[src/rtl/alu_seq_pkg.sv]
// Shared opcode, state and sizing definitions for the ALU operation sequencer.
package alu_seq_pkg;

  localparam int unsigned SEQ_WIDTH = 16;
  localparam int unsigned SEQ_CNT_W = 16;
  localparam int unsigned OP_W      = 2;
  localparam int unsigned MUL_STEPS = SEQ_WIDTH;

  typedef enum logic [OP_W-1:0] {
    OP_ADD = 2'b00,
    OP_SUB = 2'b01,
    OP_MUL = 2'b10,
    OP_SHF = 2'b11
  } op_e;

  typedef enum logic [1:0] {
    ST_IDLE = 2'b00,
    ST_EXEC = 2'b01,
    ST_MUL  = 2'b10,
    ST_DONE = 2'b11
  } state_e;

endpackage

[src/rtl/alu_op_sequencer_if.sv]
// Request and result valid/ready ports of the ALU operation sequencer.
interface alu_op_sequencer_if
  import alu_seq_pkg::*;
#(
  parameter int unsigned WIDTH = SEQ_WIDTH
);

  logic                  in_valid;
  logic                  in_ready;
  logic [OP_W-1:0]       in_op;
  logic [WIDTH-1:0]      in_a;
  logic [WIDTH-1:0]      in_b;
  logic                  in_cin;
  logic                  out_valid;
  logic                  out_ready;
  logic [2*WIDTH-1:0]    out_res;
  logic                  out_zero;

  modport master (
    output in_valid, in_op, in_a, in_b, in_cin, out_ready,
    input  in_ready, out_valid, out_res, out_zero
  );

  modport slave (
    input  in_valid, in_op, in_a, in_b, in_cin, out_ready,
    output in_ready, out_valid, out_res, out_zero
  );

endinterface

[src/rtl/alu_seq_datapath.sv]
// Stateless arithmetic: single-cycle ADD/SUB/SHF results and one shift-add multiply step.
module alu_seq_datapath
  import alu_seq_pkg::*;
#(
  parameter int unsigned WIDTH = SEQ_WIDTH
) (
  input  op_e                 op,
  input  logic [WIDTH-1:0]    a,
  input  logic [WIDTH-1:0]    b,
  input  logic                cin,
  input  logic [WIDTH:0]      acc,
  input  logic [WIDTH-1:0]    mq,
  output logic [2*WIDTH-1:0]  exec_res,
  output logic [WIDTH:0]      acc_nxt,
  output logic [WIDTH-1:0]    mq_nxt
);

  logic [WIDTH:0] add_sum;
  logic [WIDTH:0] sub_sum;
  logic [WIDTH:0] step_sum;

  always_comb begin
    add_sum  = {1'b0, a} + {1'b0, b} + (WIDTH+1)'(cin);
    // B - A as B + ~A + 1 so bit WIDTH is the no-borrow carry-out
    sub_sum  = {1'b0, b} + {1'b0, ~a} + (WIDTH+1)'(1);
    exec_res = '0;
    case (op)
      OP_ADD:  exec_res = (2*WIDTH)'(add_sum);
      OP_SUB:  exec_res = (2*WIDTH)'(sub_sum);
      OP_SHF:  exec_res = {a << b, a >> b};
      default: exec_res = '0;
    endcase

    step_sum = mq[0] ? ({1'b0, acc[WIDTH-1:0]} + {1'b0, a}) : acc;
    acc_nxt  = {1'b0, step_sum[WIDTH:1]};
    mq_nxt   = {step_sum[0], mq[WIDTH-1:1]};
  end

endmodule

[src/rtl/alu_op_sequencer.sv]
// One-at-a-time ALU op sequencer: latches a request, executes (iterative multiply), holds the result until taken.
module alu_op_sequencer
  import alu_seq_pkg::*;
#(
  parameter int unsigned WIDTH = SEQ_WIDTH,
  parameter int unsigned CNT_W = SEQ_CNT_W
) (
  input  logic              clk,
  input  logic              rst,
  alu_op_sequencer_if.slave bus,
  output logic              busy,
  output logic [CNT_W-1:0]  ops_done
);

  localparam int unsigned STEP_W = $clog2(WIDTH);

  state_e               state;
  op_e                  op_q;
  logic [WIDTH-1:0]     a_q;
  logic [WIDTH-1:0]     b_q;
  logic                 cin_q;
  logic [WIDTH:0]       acc;
  logic [WIDTH-1:0]     mq;
  logic [STEP_W-1:0]    step;
  logic [2*WIDTH-1:0]   res_q;
  logic                 zero_q;
  logic                 valid_q;
  logic [CNT_W-1:0]     done_cnt;

  logic [2*WIDTH-1:0]   exec_res;
  logic [WIDTH:0]       acc_nxt;
  logic [WIDTH-1:0]     mq_nxt;

  alu_seq_datapath #(.WIDTH(WIDTH)) u_datapath (
    .op       (op_q),
    .a        (a_q),
    .b        (b_q),
    .cin      (cin_q),
    .acc      (acc),
    .mq       (mq),
    .exec_res (exec_res),
    .acc_nxt  (acc_nxt),
    .mq_nxt   (mq_nxt)
  );

  always_ff @(posedge clk) begin
    if (rst) begin
      state    <= ST_IDLE;
      op_q     <= OP_ADD;
      a_q      <= '0;
      b_q      <= '0;
      cin_q    <= 1'b0;
      acc      <= '0;
      mq       <= '0;
      step     <= '0;
      res_q    <= '0;
      zero_q   <= 1'b1;
      valid_q  <= 1'b0;
      done_cnt <= '0;
    end else begin
      case (state)
        ST_IDLE: begin
          if (bus.in_valid) begin
            op_q  <= op_e'(bus.in_op);
            a_q   <= bus.in_a;
            b_q   <= bus.in_b;
            cin_q <= bus.in_cin;
            if (op_e'(bus.in_op) == OP_MUL) begin
              acc   <= '0;
              mq    <= bus.in_b;
              step  <= '0;
              state <= ST_MUL;
            end else begin
              state <= ST_EXEC;
            end
          end
        end
        ST_EXEC: begin
          res_q   <= exec_res;
          zero_q  <= (exec_res == '0);
          valid_q <= 1'b1;
          state   <= ST_DONE;
        end
        ST_MUL: begin
          acc  <= acc_nxt;
          mq   <= mq_nxt;
          step <= step + STEP_W'(1);
          // Final step: product sits in the low WIDTH bits of acc and all of mq
          if (step == STEP_W'(WIDTH - 1)) begin
            res_q   <= {acc_nxt[WIDTH-1:0], mq_nxt};
            zero_q  <= ({acc_nxt[WIDTH-1:0], mq_nxt} == '0);
            valid_q <= 1'b1;
            state   <= ST_DONE;
          end
        end
        ST_DONE: begin
          if (bus.out_ready) begin
            valid_q  <= 1'b0;
            done_cnt <= done_cnt + CNT_W'(1);
            state    <= ST_IDLE;
          end
        end
        default: state <= ST_IDLE;
      endcase
    end
  end

  assign bus.in_ready  = (state == ST_IDLE);
  assign busy          = (state != ST_IDLE);
  assign bus.out_valid = valid_q;
  assign bus.out_res   = res_q;
  assign bus.out_zero  = zero_q;
  assign ops_done      = done_cnt;

endmodule

[src/flat_wrapper.sv]
// flat-port wrapper written by rule: the top's interface ports become plain ports
module alu_op_sequencer_flat import alu_seq_pkg::*;
#(
  parameter int unsigned WIDTH = SEQ_WIDTH,
  parameter int unsigned CNT_W = SEQ_CNT_W
)
  (clk, rst, busy, ops_done, bus_in_valid, bus_in_op, bus_in_a, bus_in_b, bus_in_cin, bus_out_ready, bus_in_ready, bus_out_valid, bus_out_res, bus_out_zero);
  alu_op_sequencer_if #(.WIDTH(WIDTH)) bus_i ();
  input  logic clk;
  input  logic rst;
  output logic busy;
  output logic [CNT_W-1:0] ops_done;
  input wire logic [$bits(bus_i.in_valid)-1:0] bus_in_valid;
  input wire logic [$bits(bus_i.in_op)-1:0] bus_in_op;
  input wire logic [$bits(bus_i.in_a)-1:0] bus_in_a;
  input wire logic [$bits(bus_i.in_b)-1:0] bus_in_b;
  input wire logic [$bits(bus_i.in_cin)-1:0] bus_in_cin;
  input wire logic [$bits(bus_i.out_ready)-1:0] bus_out_ready;
  output wire logic [$bits(bus_i.in_ready)-1:0] bus_in_ready;
  output wire logic [$bits(bus_i.out_valid)-1:0] bus_out_valid;
  output wire logic [$bits(bus_i.out_res)-1:0] bus_out_res;
  output wire logic [$bits(bus_i.out_zero)-1:0] bus_out_zero;
  assign bus_i.in_valid = bus_in_valid;
  assign bus_i.in_op = bus_in_op;
  assign bus_i.in_a = bus_in_a;
  assign bus_i.in_b = bus_in_b;
  assign bus_i.in_cin = bus_in_cin;
  assign bus_i.out_ready = bus_out_ready;
  assign bus_in_ready = bus_i.in_ready;
  assign bus_out_valid = bus_i.out_valid;
  assign bus_out_res = bus_i.out_res;
  assign bus_out_zero = bus_i.out_zero;
  alu_op_sequencer #(.WIDTH(WIDTH), .CNT_W(CNT_W)) u_core (.clk(clk), .rst(rst), .bus(bus_i), .busy(busy), .ops_done(ops_done));
endmodule
[config.mk]
export PLATFORM = sky130hd
export DESIGN_NAME = alu_op_sequencer_flat
export DESIGN_NICKNAME = d
export VERILOG_FILES = /design/src/rtl/alu_seq_pkg.sv /design/src/rtl/alu_op_sequencer_if.sv /design/src/rtl/alu_seq_datapath.sv /design/src/rtl/alu_op_sequencer.sv /design/src/flat_wrapper.sv
export SDC_FILE = /design/constraint.sdc
export NUM_CORES = 1
export LEC_CHECK = 0
export BUFFER_PORTS_ARGS = -buffer_cell sky130_fd_sc_hd__buf_2
export CORE_UTILIZATION = 65
export DETAILED_ROUTE_END_ITERATION = 12
export PLACE_DENSITY = 0.86
export SYNTH_ARGS = -nofsm -noshare
export SYNTH_HDL_FRONTEND = slang
export SYNTH_SLANG_ARGS = --single-unit
[constraint.sdc]
create_clock -name clk -period 7.2 [get_ports clk]
set_clock_uncertainty 0.2 [all_clocks]
set_input_delay 0.36 -clock clk [delete_from_list [all_inputs] [get_ports clk]]
set_output_delay 0.36 -clock clk [all_outputs]
set_load 0.02 [all_outputs]
==> impl_results.md <==
- Hold Vio Cnt, Final: 0
- Max clock buf depth: 2
- FMAX: 234 MHz
- Final period util: 59.4%
- Global-route wire length before repair: 47,600 microns
- Critical path peak fanout: 65
- Synth Flop Type: dfxtp_1
- DR WL/cell: 20.6 microns
- Slowest cell on the critical path: buf_4
- Max-slew violation count: 0
- Die area: 15,100 sq um
- Largest family of logic cells by synthesized area: compound AO/OA/AOI/OAI gates
- Compound-cell area share of the yosys netlist: 24.7%
- Critical Path End Type: flop
- CP Class: flop to flop
- # DRC: 0
- # hold bufs at CTS: 16
- Worst-path clk slew: 0.06 ns
- Mean number of vias per cell: 6.76
- HP Class: primary input to flop
- P_leak: 4.22 nW
- Crit-path cells: buf_4 > inv_1 > fa_1 > nand2b_1 > a211oi_1 > o21ai_0 > o31ai_1 > nor3_1 > o31a_1 > o2111a_1 > and4_1 > a211o_1
- Post-CTS sizing: 0
- Maxcap violations: 0
- Die width: 123 microns
- Setup Buffers After CTS: 0
- Startpoint types: flop
- EDFF count, synth: 0
- Post-synth cell types: 80
- Simple-Gate Fraction of Synth Area: 23.4%
- WL final: 30,900 microns
- Register area: 2460 sq um
- DRT iter0 DRCs: 1,504
- Row cnt: 43
- Final setup vio count: 0
- Syn Nets: 1,348
- Footprint of the multi-input gates: 6440 sq um
- Layout Nets: 1,400
- Initial antenna violation count: 0
- Commonest non-fill, non-tap cell in the layout: nand2_1
- Worst endpoint required time: 7.31 ns
- Vias in the first global route: 9,020
- Ant diodes: 0
- I/O pin count: 91
- Clk sink count: 123
- Grt ovf: 0
- Leading cell types in the layout, fill and taps excluded: nand2_1, a21oi_1, nor2_1, dfxtp_1, buf_2
- Synthesized area per cell: 7.56 sq um
- DR pass1 iterations: 6
- Detail Placement HPWL: 21,500 microns
- Post-Syn Area: 9470 sq um
- Status: completed
- VDD IR max: 280 uV
- Post-Syn Instances: 1,253
- Mux cell area share after synthesis: 9.53%
- Core ar.: 14,000 sq um
- IO buf count: 90
- Total number of vias: 10,128
- Synth Area in Adders: 7.72%
- Final min period: 4.28 ns
- Synth warn: 0
- Die Ht: 123 microns
- All-layer global routing usage: 41.4%
- Worst skew pair latency: 0.42 ns
- XOR/XNOR share of the synthesized area: 2.50%
- Layout cells sized above 1: 13.4%
- Root cell of the clock tree: clkbuf_16
- Rel. slew slack: 47.8%
- Fin Hold WS: 0.00634 ns
- Flops & latches, synth: 123
- Filler cells: 1,050
- Worst Tran Pin Value: 0.773 ns
- Crit-path max cell delay: 0.59 ns
- H-tree lvl count: 4
- RSZ-0062 raised after global routing: no
- Seq/Total Area, Yosys: 26.0%
- Routability Congestion: 0.988
- Post-route ant nets: 0
- Async set-reset flop share out of synthesis: 0%
- Setup TNS: 0 ns
- Layout Area Growth over Synthesis: 12.7%
- Initial Util: 67.4%
- Power Density: 334 nW/um^2
- Num CTS Buffers: 17
- Pin count of the biggest net entering global routing: 72
- Worst EP arrival: 4.38 ns
- CTS tree: yes
critical path: cells and delay by family, from the launching register on:
family	cells	cell delay, ns
compound gates	6	1.75
fa+ha+maj	1	0.51
simple gates	3	0.46
buf+inv	2	0.91
flops	1	0.31
power by group:
group          internal [W]  switching [W]  total, W
clock              0.000552       0.000343  0.000894
sequential         0.000802       0.000162  0.000964
combinational      0.000591        0.00111   0.00170
registers in the layout, summed over array words and instances (netlist names):
register / flops
u_core.cin_q: 1
u_core.step: 4
u_core.bus.out_zero: 1
u_core.state: 2
u_core.mq: 16
u_core.bus.out_valid: 1
u_core.a_q: 16
u_core.ops_done: 16
u_core.acc: 16
u_core.b_q: 16
u_core.op_q: 2
u_core.bus.out_res: 32
per-layer routing:
metal / GRT usage [%] / up-vias / wire length (microns)
li1: - / 4641 / -
met1: 55.7 / 4719 / 12500
met2: 63.1 / 637 / 13500
met3: 8.04 / 131 / 3310
met4: 21.0 / 0 / 1590
met5: 0 / - / 0
stage by stage:
step / utilization, % / setup slack (ns) / std cells / power, W / cell area (sq um)
2_1_floorplan: - / 3.58 / 1253 / 0.00212 / 9470
3_3_place_gp: 70.5 / 3.08 / 1450 / 0.00258 / 9900
3_5_place_dp: 70.5 / 3.04 / 1450 / 0.00259 / 9900
4_1_cts: 76.0 / 3.02 / 1498 / 0.00350 / 10700
5_1_grt: 76.0 / 2.69 / 1498 / 0.00373 / 10700
6_report: 76.0 / 2.92 / 1498 / 0.00356 / 10700
synth_stat cells (13+ instances only):
master / count / share of area (%)
ha_1: 52 / 6.9
inv_1: 50 / 2.0
nor4_1: 13 / 0.86
a211oi_1: 27 / 2.1
o211ai_1: 15 / 1.2
a21oi_1: 129 / 6.8
nand2b_1: 21 / 1.4
buf_2: 18 / 0.95
o21ai_0: 49 / 2.6
nand3_1: 19 / 1.0
nand2_1: 191 / 7.6
mux2i_1: 44 / 4.7
nor2_1: 123 / 4.9
dfxtp_1: 123 / 26
clkbuf_1: 61 / 2.4
nor3_1: 41 / 2.2
xor2_1: 17 / 1.6
nor2b_1: 14 / 0.92
worst paths after layout:
path                               start                      to  slack [ns]  cells past startpoint
setup reg to reg           u_core.b_q[1]     u_core.bus.out_zero        2.92                     12
hold / removal              bus_in_op[0]          u_core.op_q[0]       0.006                      3
setup / recovery           u_core.b_q[1]     u_core.bus.out_zero        2.92                     12
hold reg to reg   u_core.bus.out_res[13]  u_core.bus.out_res[13]        0.25                      2
final cells by class:
type                       count  area share (%)
clock buffer                  18            4.02
multi-input combinational    988            60.3
clock inverter                14            1.71
timing repair buffer         123            6.94
tap                          180            2.11
sequential                   123            23.1
inverter                      52            1.83
cells by family (layout without fill, tap and decap cells):
| kind of cell | count (synthesis) | in the layout |
|---|---|---|
| mux | 66 | 66 |
| fa+ha+maj | 56 | 56 |
| buf+inv | 142 | 207 |
| xor+xnor | 27 | 27 |
| compound gates | 354 | 354 |
| simple gates | 485 | 485 |
| flops | 123 | 123 |
No activity file was read; power rests on OpenSTA's default activity.
